`src/rtl/calc_op_fsm.sv`:
```
// Keypad calculator controller: builds two decimal operands, applies add/sub on '=' or on a
// chained operator, and flags overflow. Define CALC_MUL_EN to add the multiply key (0xD).
module calc_op_fsm #(
    parameter int WIDTH      = 16,
    parameter int MAX_DIGITS = 4
) (
    input  logic                    clk,
    input  logic                    reset,
    input  logic                    key_valid,
    input  logic [3:0]              key_code,
    output logic signed [WIDTH-1:0] display,
    output logic [1:0]              op_pending,
    output logic                    result_valid,
    output logic                    err,
    output logic [2:0]              state_dbg
);

    localparam int CW = $clog2(MAX_DIGITS + 1);
    localparam logic [CW-1:0] MAXD = CW'(MAX_DIGITS);

    typedef enum logic [2:0] {
        S_ENTER_A = 3'b000,
        S_OP_WAIT = 3'b001,
        S_ENTER_B = 3'b010,
        S_RESULT  = 3'b011,
        S_ERROR   = 3'b100
    } state_t;

    state_t                   state_q;
    logic signed [WIDTH-1:0]  a_q, b_q, disp_q;
    logic [CW-1:0]            acnt_q, bcnt_q;
    logic [1:0]               op_q;
    logic                     rv_q, err_q;

    logic                     key_digit, key_op, key_eq, key_clr;
    logic [1:0]               key_opc;
    logic [WIDTH-1:0]         digit_ext;
    logic signed [WIDTH-1:0]  a_dig_d, b_dig_d, calc_res_d;
    logic [2*WIDTH-1:0]       a_ext, b_ext, calc_full;
    logic                     calc_ovf_d;

    always_comb begin
        key_digit = (key_code <= 4'd9);
        key_eq    = (key_code == 4'hE);
        key_clr   = (key_code == 4'hC);
        key_op    = 1'b0;
        key_opc   = 2'b00;
        case (key_code)
            4'hA: begin key_op = 1'b1; key_opc = 2'b01; end
            4'hB: begin key_op = 1'b1; key_opc = 2'b10; end
`ifdef CALC_MUL_EN
            4'hD: begin key_op = 1'b1; key_opc = 2'b11; end
`endif
            default: ;
        endcase
    end

    // x*10 + digit as shifts; operands under entry are never negative
    assign digit_ext = {{(WIDTH-4){1'b0}}, key_code};
    assign a_dig_d   = (a_q << 3) + (a_q << 1) + digit_ext;
    assign b_dig_d   = (b_q << 3) + (b_q << 1) + digit_ext;

    always_comb begin
        a_ext     = {{WIDTH{a_q[WIDTH-1]}}, a_q};
        b_ext     = {{WIDTH{b_q[WIDTH-1]}}, b_q};
        calc_full = a_ext;
        case (op_q)
            2'b01: calc_full = a_ext + b_ext;
            2'b10: calc_full = a_ext - b_ext;
`ifdef CALC_MUL_EN
            2'b11: calc_full = a_ext * b_ext;
`endif
            default: calc_full = a_ext;
        endcase
    end

    // In range only if every bit above the WIDTH-1 sign position matches the sign
    assign calc_ovf_d = !((&calc_full[2*WIDTH-1:WIDTH-1]) || !(|calc_full[2*WIDTH-1:WIDTH-1]));
    assign calc_res_d = calc_full[WIDTH-1:0];

    always_ff @(posedge clk) begin
        if (reset) begin
            state_q <= S_ENTER_A;
            a_q     <= '0;
            b_q     <= '0;
            acnt_q  <= '0;
            bcnt_q  <= '0;
            op_q    <= 2'b00;
            disp_q  <= '0;
            rv_q    <= 1'b0;
            err_q   <= 1'b0;
        end else begin
            rv_q <= 1'b0;
            if (key_valid) begin
                if (key_clr) begin
                    state_q <= S_ENTER_A;
                    a_q     <= '0;
                    b_q     <= '0;
                    acnt_q  <= '0;
                    bcnt_q  <= '0;
                    op_q    <= 2'b00;
                    disp_q  <= '0;
                    err_q   <= 1'b0;
                end else begin
                    case (state_q)
                        S_ENTER_A: begin
                            if (key_digit && acnt_q < MAXD) begin
                                a_q    <= a_dig_d;
                                acnt_q <= acnt_q + CW'(1);
                                disp_q <= a_dig_d;
                            end else if (key_op) begin
                                op_q    <= key_opc;
                                state_q <= S_OP_WAIT;
                                disp_q  <= a_q;
                            end else if (key_eq) begin
                                disp_q <= a_q;
                            end
                        end
                        S_OP_WAIT: begin
                            if (key_digit) begin
                                b_q     <= digit_ext;
                                bcnt_q  <= CW'(1);
                                state_q <= S_ENTER_B;
                                disp_q  <= digit_ext;
                            end else if (key_op) begin
                                op_q <= key_opc;
                            end
                        end
                        S_ENTER_B, S_RESULT: begin
                            if (key_digit && state_q == S_ENTER_B) begin
                                if (bcnt_q < MAXD) begin
                                    b_q    <= b_dig_d;
                                    bcnt_q <= bcnt_q + CW'(1);
                                    disp_q <= b_dig_d;
                                end
                            end else if (key_digit) begin
                                // fresh calculation starting from the result screen
                                a_q     <= digit_ext;
                                acnt_q  <= CW'(1);
                                b_q     <= '0;
                                bcnt_q  <= '0;
                                op_q    <= 2'b00;
                                state_q <= S_ENTER_A;
                                disp_q  <= digit_ext;
                            end else if (key_op && state_q == S_RESULT) begin
                                op_q    <= key_opc;
                                state_q <= S_OP_WAIT;
                                disp_q  <= a_q;
                            end else if (key_eq || key_op) begin
                                if (calc_ovf_d) begin
                                    state_q <= S_ERROR;
                                    disp_q  <= '0;
                                    err_q   <= 1'b1;
                                end else begin
                                    a_q     <= calc_res_d;
                                    disp_q  <= calc_res_d;
                                    rv_q    <= 1'b1;
                                    if (key_eq) begin
                                        state_q <= S_RESULT;
                                    end else begin
                                        op_q    <= key_opc;
                                        state_q <= S_OP_WAIT;
                                    end
                                end
                            end
                        end
                        default: ;
                    endcase
                end
            end
        end
    end

    assign display      = disp_q;
    assign op_pending   = op_q;
    assign result_valid = rv_q;
    assign err          = err_q;
    assign state_dbg    = state_q;

endmodule

```
`config.mk`:
```
export PLATFORM = sky130hd
export DESIGN_NAME = calc_op_fsm
export DESIGN_NICKNAME = d
export VERILOG_FILES = /design/src/rtl/calc_op_fsm.sv
export SDC_FILE = /design/constraint.sdc
export NUM_CORES = 1
export LEC_CHECK = 0
export ABC_CLOCK_PERIOD_IN_PS = 13500
export CORE_MARGIN = 2
export CORE_UTILIZATION = 63
export CTS_BUF_LIST = sky130_fd_sc_hd__clkbuf_16
export DETAILED_ROUTE_END_ITERATION = 6
export PLACE_DENSITY = 0.83
export REMOVE_ABC_BUFFERS = 1
export SLEW_MARGIN = 30
export SYNTH_ARGS = -nofsm -noshare
export SYNTH_HDL_FRONTEND = slang
export SYNTH_SLANG_ARGS = --single-unit
```
`constraint.sdc`:
```
create_clock -name clk -period 13.5 [get_ports clk]
set_input_delay 2.025 -clock clk [delete_from_list [all_inputs] [get_ports clk]]
set_output_delay 2.025 -clock clk [all_outputs]
set_load 0.05 [all_outputs]
```
==> impl_summary.txt <==
----------------------------------------------------
[Worst hold path]
  Number of cells on the worst hold path ... 2
  Classification of the worst-slack hold path ... reg -> reg

[Place]
  Number of instances in the placed design ... 972
  Worst slack at placement ... 7.920 ns
  Count of input and output buffers ... 29
  Post-DP HPWL ... 14.78 mm
  RD Place Congestion ... 0.9821
  Post-place instance area ... 6827 sq um

[Floorplanning]
  Overall die width ... 106.4 um
  Floorplan Core Area ... 10,230 sq um
  Floorplan die height ... 106.4 um
  Starting utilization of the core area ... 64.51%
  Site Rows ... 37
  I/O pin total ... 30
  Die area ... 11,310 sq um

[CTS]
  Clock latency reported for the late side of the worst-skew pair ... 0.35 ns
  Library cell used as clock root buffer ... clkbuf_16
  Clock buffer count from CTS ... 9
  Quantity of gates resized following cts ... 0
  Post-CTS Setup Repair Bufs ... 0
  CTS clock-pin slew for the worst setup and hold paths ... 0.06 ns
  TritonCTS clock tree ... yes
  Hold buffer count at CTS ... 0
  H-tree levels ... 3
  Number of sinks handled by clock tree synthesis ... 61
  CTS Buffer Depth ... 2

[GRT]
  Largest net degree at the start of global routing ... 55
  Congestion Overflow GR ... 0
  Global router's overall resource usage ... 35.35%
  Via count of the first global-routing pass ... 6,610
  Wire length of the first global-routing pass ... 32.04 mm
  Initial antenna violation count ... 0

[Timing]
  Post-route fraction of the period consumed by the critical path ... 41.09%
  Worst Setup Slack, final ... 7.952 ns
  Max transition margin ... 40.23%
  Worst clock skew ... 0.006887 ns
  Measured slew at the worst slew-check pin ... 0.8965 ns
  Setup repair after global routing missed its margin ... no
  Highest clock frequency the design can meet ... 180.3 MHz
  Number of hold violations in the final report ... 0
  # setup viols final ... 0
  Max-slew violation total from the final report ... 0
  Post-route setup TNS ... 0 ns
  Tmin final ... 5.548 ns

[Layout]
  Layout Cell Area excl Fill ... 7092 sq um
  Nets@finish ... 932
  Final cell count without fillers ... 987
  Leading cell types in the layout, fill and taps excluded ... 95 x nand2_1, 84 x nor2_1, 74 x a21oi_1
  Signed area change from the synthesized netlist to the final layout ... 7.450%
  Most common library cell in the layout ignoring fill and taps ... nand2_1
  Number of inserted filler cells in the final layout ... 865
  Ant diodes ... 0
  Share of post-route cells with drive strength above 1 ... 6.933%

[Critical path]
  Critical Path Source Type ... register
  CP bufs+invs ... 0
  Critical path start-end classification ... reg -> reg
  WP depth ... 19
  Kind of cell with the highest combined delay on the critical path ... simple AND/OR/NAND/NOR gates
  Data required time at the worst endpoint ... 13.77 ns
  Element type at the critical path end ... register
  Biggest cell delay along the critical path ... 0.71 ns
  Critical Path AT ... 5.82 ns
  Slowest-stage cell, CP ... nor3_1
  List of cells traversed by the critical path ... nor3_1 > a21oi_1 > xnor2_1 > ha_1 > a21o_1 > a311o_1 > a2111oi_2 > o31ai_1 > a21oi_1 > xnor2_1 > nor2_1 > xor2_1 > ha_1 > nand3b_1 > o311ai_2 > nand4b_4 > nor3_1 > nand2_1 > o211ai_1
  Cell depth of the worst flop-to-flop path ... 19
  Max FO, Critical Path ... 10

[Logic synthesis]
  Cell area after synthesis ... 6600 sq um
  Sequential share of the synthesized area ... 18.50%
  Ys Warns ... 0
  Primary flip-flop cell chosen by synthesis mapping ... dfxtp_1
  Count of flip-flops with a built-in enable after synthesis ... 0
  Netlist cell types ... 97
  Async S/R FF share, synth ... 0%
  Post-synthesis cell count ... 841
  Synthesis-stage register bit count ... 61
  Avg Cell Area, Syn ... 7.848 sq um

[Route]
  Total via count after detailed routing ... 6,768
  DRC violation total after the first TritonRoute iteration ... 562
  Number of detailed-routing iterations run before antenna repair ... 7
  Post-detailed-route count of antenna-violating nets ... 0
  Per-cell routed wire length ... 20.11 um
  Detailed-route DRC error count ... 0
  Avg Vias per Cell ... 6.857
  Routed WL ... 19.85 mm

[Power and ir drop]
  PwrDens ... 93.81 nW/um^2
  Maximum resistive drop on vdd ... 59.97 uV
  Static Leakage ... 2.925 nW

[Flow run]
  Max capacitance violation total ... 0

[Run status]
  Result of the run ... finished clean

----------------------------------------------------
[power breakdown]
group / switching [W] / internal, W / total (W) / leakage (nW)
logic: 0.000154 / 0.000101 / 0.000255 / 2.31
registers: 0.0000102 / 0.000186 / 0.000197 / 0.493
clock network: 0.0000909 / 0.000123 / 0.000214 / 0.121
[state kept, by name, summed over array words and instances (netlist names)]
register / flops
a_q: 16
b_q: 16
display: 16
acnt_q: 3
bcnt_q: 3
state_dbg: 3
op_pending: 2
err: 1
result_valid: 1
[worst register-to-register path, cell delays in order (launching register included)]
cell and delay, ns:
dfxtp_1 0.37, nor3_1 0.71, a21oi_1 0.19, xnor2_1 0.16, ha_1 0.36, a21o_1 0.19
a311o_1 0.38, a2111oi_2 0.30, o31ai_1 0.16, a21oi_1 0.19, xnor2_1 0.13, nor2_1 0.06
xor2_1 0.15, ha_1 0.44, nand3b_1 0.30, o311ai_2 0.39, nand4b_4 0.26, nor3_1 0.46
nand2_1 0.14, o211ai_1 0.13
[synthesized netlist by cell type (4+ instances only)]
| cell type | count | area share (%) |
|---|---|---|
| a21o_1 | 8 | 0.91 |
| nor2b_1 | 6 | 0.57 |
| inv_1 | 21 | 1.2 |
| and3_1 | 6 | 0.57 |
| o21a_1 | 16 | 1.8 |
| fa_1 | 5 | 1.5 |
| buf_2 | 13 | 0.99 |
| a22oi_1 | 9 | 1.0 |
| nor3_1 | 29 | 2.2 |
| a21oi_1 | 74 | 5.6 |
| nand4_1 | 7 | 0.66 |
| o2111ai_1 | 4 | 0.53 |
| nor4_1 | 4 | 0.38 |
| o211ai_1 | 7 | 0.80 |
| or3_1 | 10 | 0.95 |
| buf_6 | 9 | 1.5 |
| o31ai_1 | 8 | 0.91 |
| a221oi_1 | 6 | 0.80 |
| or4_1 | 5 | 0.57 |
| a31oi_1 | 6 | 0.57 |
| o21bai_1 | 4 | 0.45 |
| o21ai_1 | 9 | 0.68 |
| and2_1 | 4 | 0.38 |
| ha_1 | 73 | 14 |
| a211oi_1 | 16 | 1.8 |
| nand3_1 | 17 | 1.3 |
| mux2i_1 | 7 | 1.1 |
| nand2_1 | 95 | 5.4 |
| nor2_1 | 84 | 4.8 |
| a32oi_1 | 5 | 0.66 |
| xnor2_1 | 37 | 4.9 |
| xor2_1 | 13 | 1.7 |
| clkbuf_1 | 13 | 0.74 |
| nand2b_1 | 10 | 0.95 |
| dfxtp_1 | 61 | 19 |
| a222oi_1 | 4 | 0.61 |
| nand3b_1 | 6 | 0.68 |
| o22ai_1 | 5 | 0.47 |
| o21ai_0 | 39 | 3.0 |
[final cells by class]
class,count,area (sq um),area share (%)
multi-input cells,716,5007,70.61
flip-flops and latches,61,1221,17.22
repair buffers,37,345.3,4.869
clock buffers,9,225.2,3.176
well taps,136,170.2,2.399
inverters,22,82.58,1.164
clock inverters,6,40.04,0.5646
[per-stage QoR]
| stage | power [W] | hold slack [ns] | util [%] |
|---|---|---|---|
| global route | 0.0006969 | 0.4837 | 69.32 |
| detailed placement | 0.0004468 | 0.4437 | 66.72 |
| global placement | 0.0004418 | 0.4414 | 66.72 |
| CTS | 0.0006606 | 0.4574 | 69.32 |
| floorplan | 0.0003833 | 0.4295 | - |
| finish | 0.0006653 | 0.4529 | 69.32 |
[logic make-up (layout without fill, tap and decap cells)]
kind of cell	after synthesis	after routing	synth area share (%)
compound gates	264	264	27.85
xor+xnor	50	50	6.635
fa+ha+maj	78	78	15.36
buf+inv	64	74	5.630
flops	61	61	18.50
mux	10	10	1.573
simple gates	314	314	24.45
[worst paths after layout]
kind	from	endpoint	slack [ns]
worst max-delay path	b_q[0]	a_q[14]	7.95
worst min-delay path	display[14]	display[14]	0.45
worst max register to register	b_q[0]	a_q[14]	7.95
worst min register to register	display[14]	display[14]	0.45
[routing by layer]
metal	track usage [%]	wire length (um)	part of all wire (%)	vias to the layer above
met5	0	0	0	-
met4	20.68	1124	5.7	0
met3	8.829	1698	8.6	103
met2	57.92	9101	46	361
met1	41.77	7923	40	3155
li1	-	-	-	3149
Power figures use the tool's default switching activity.
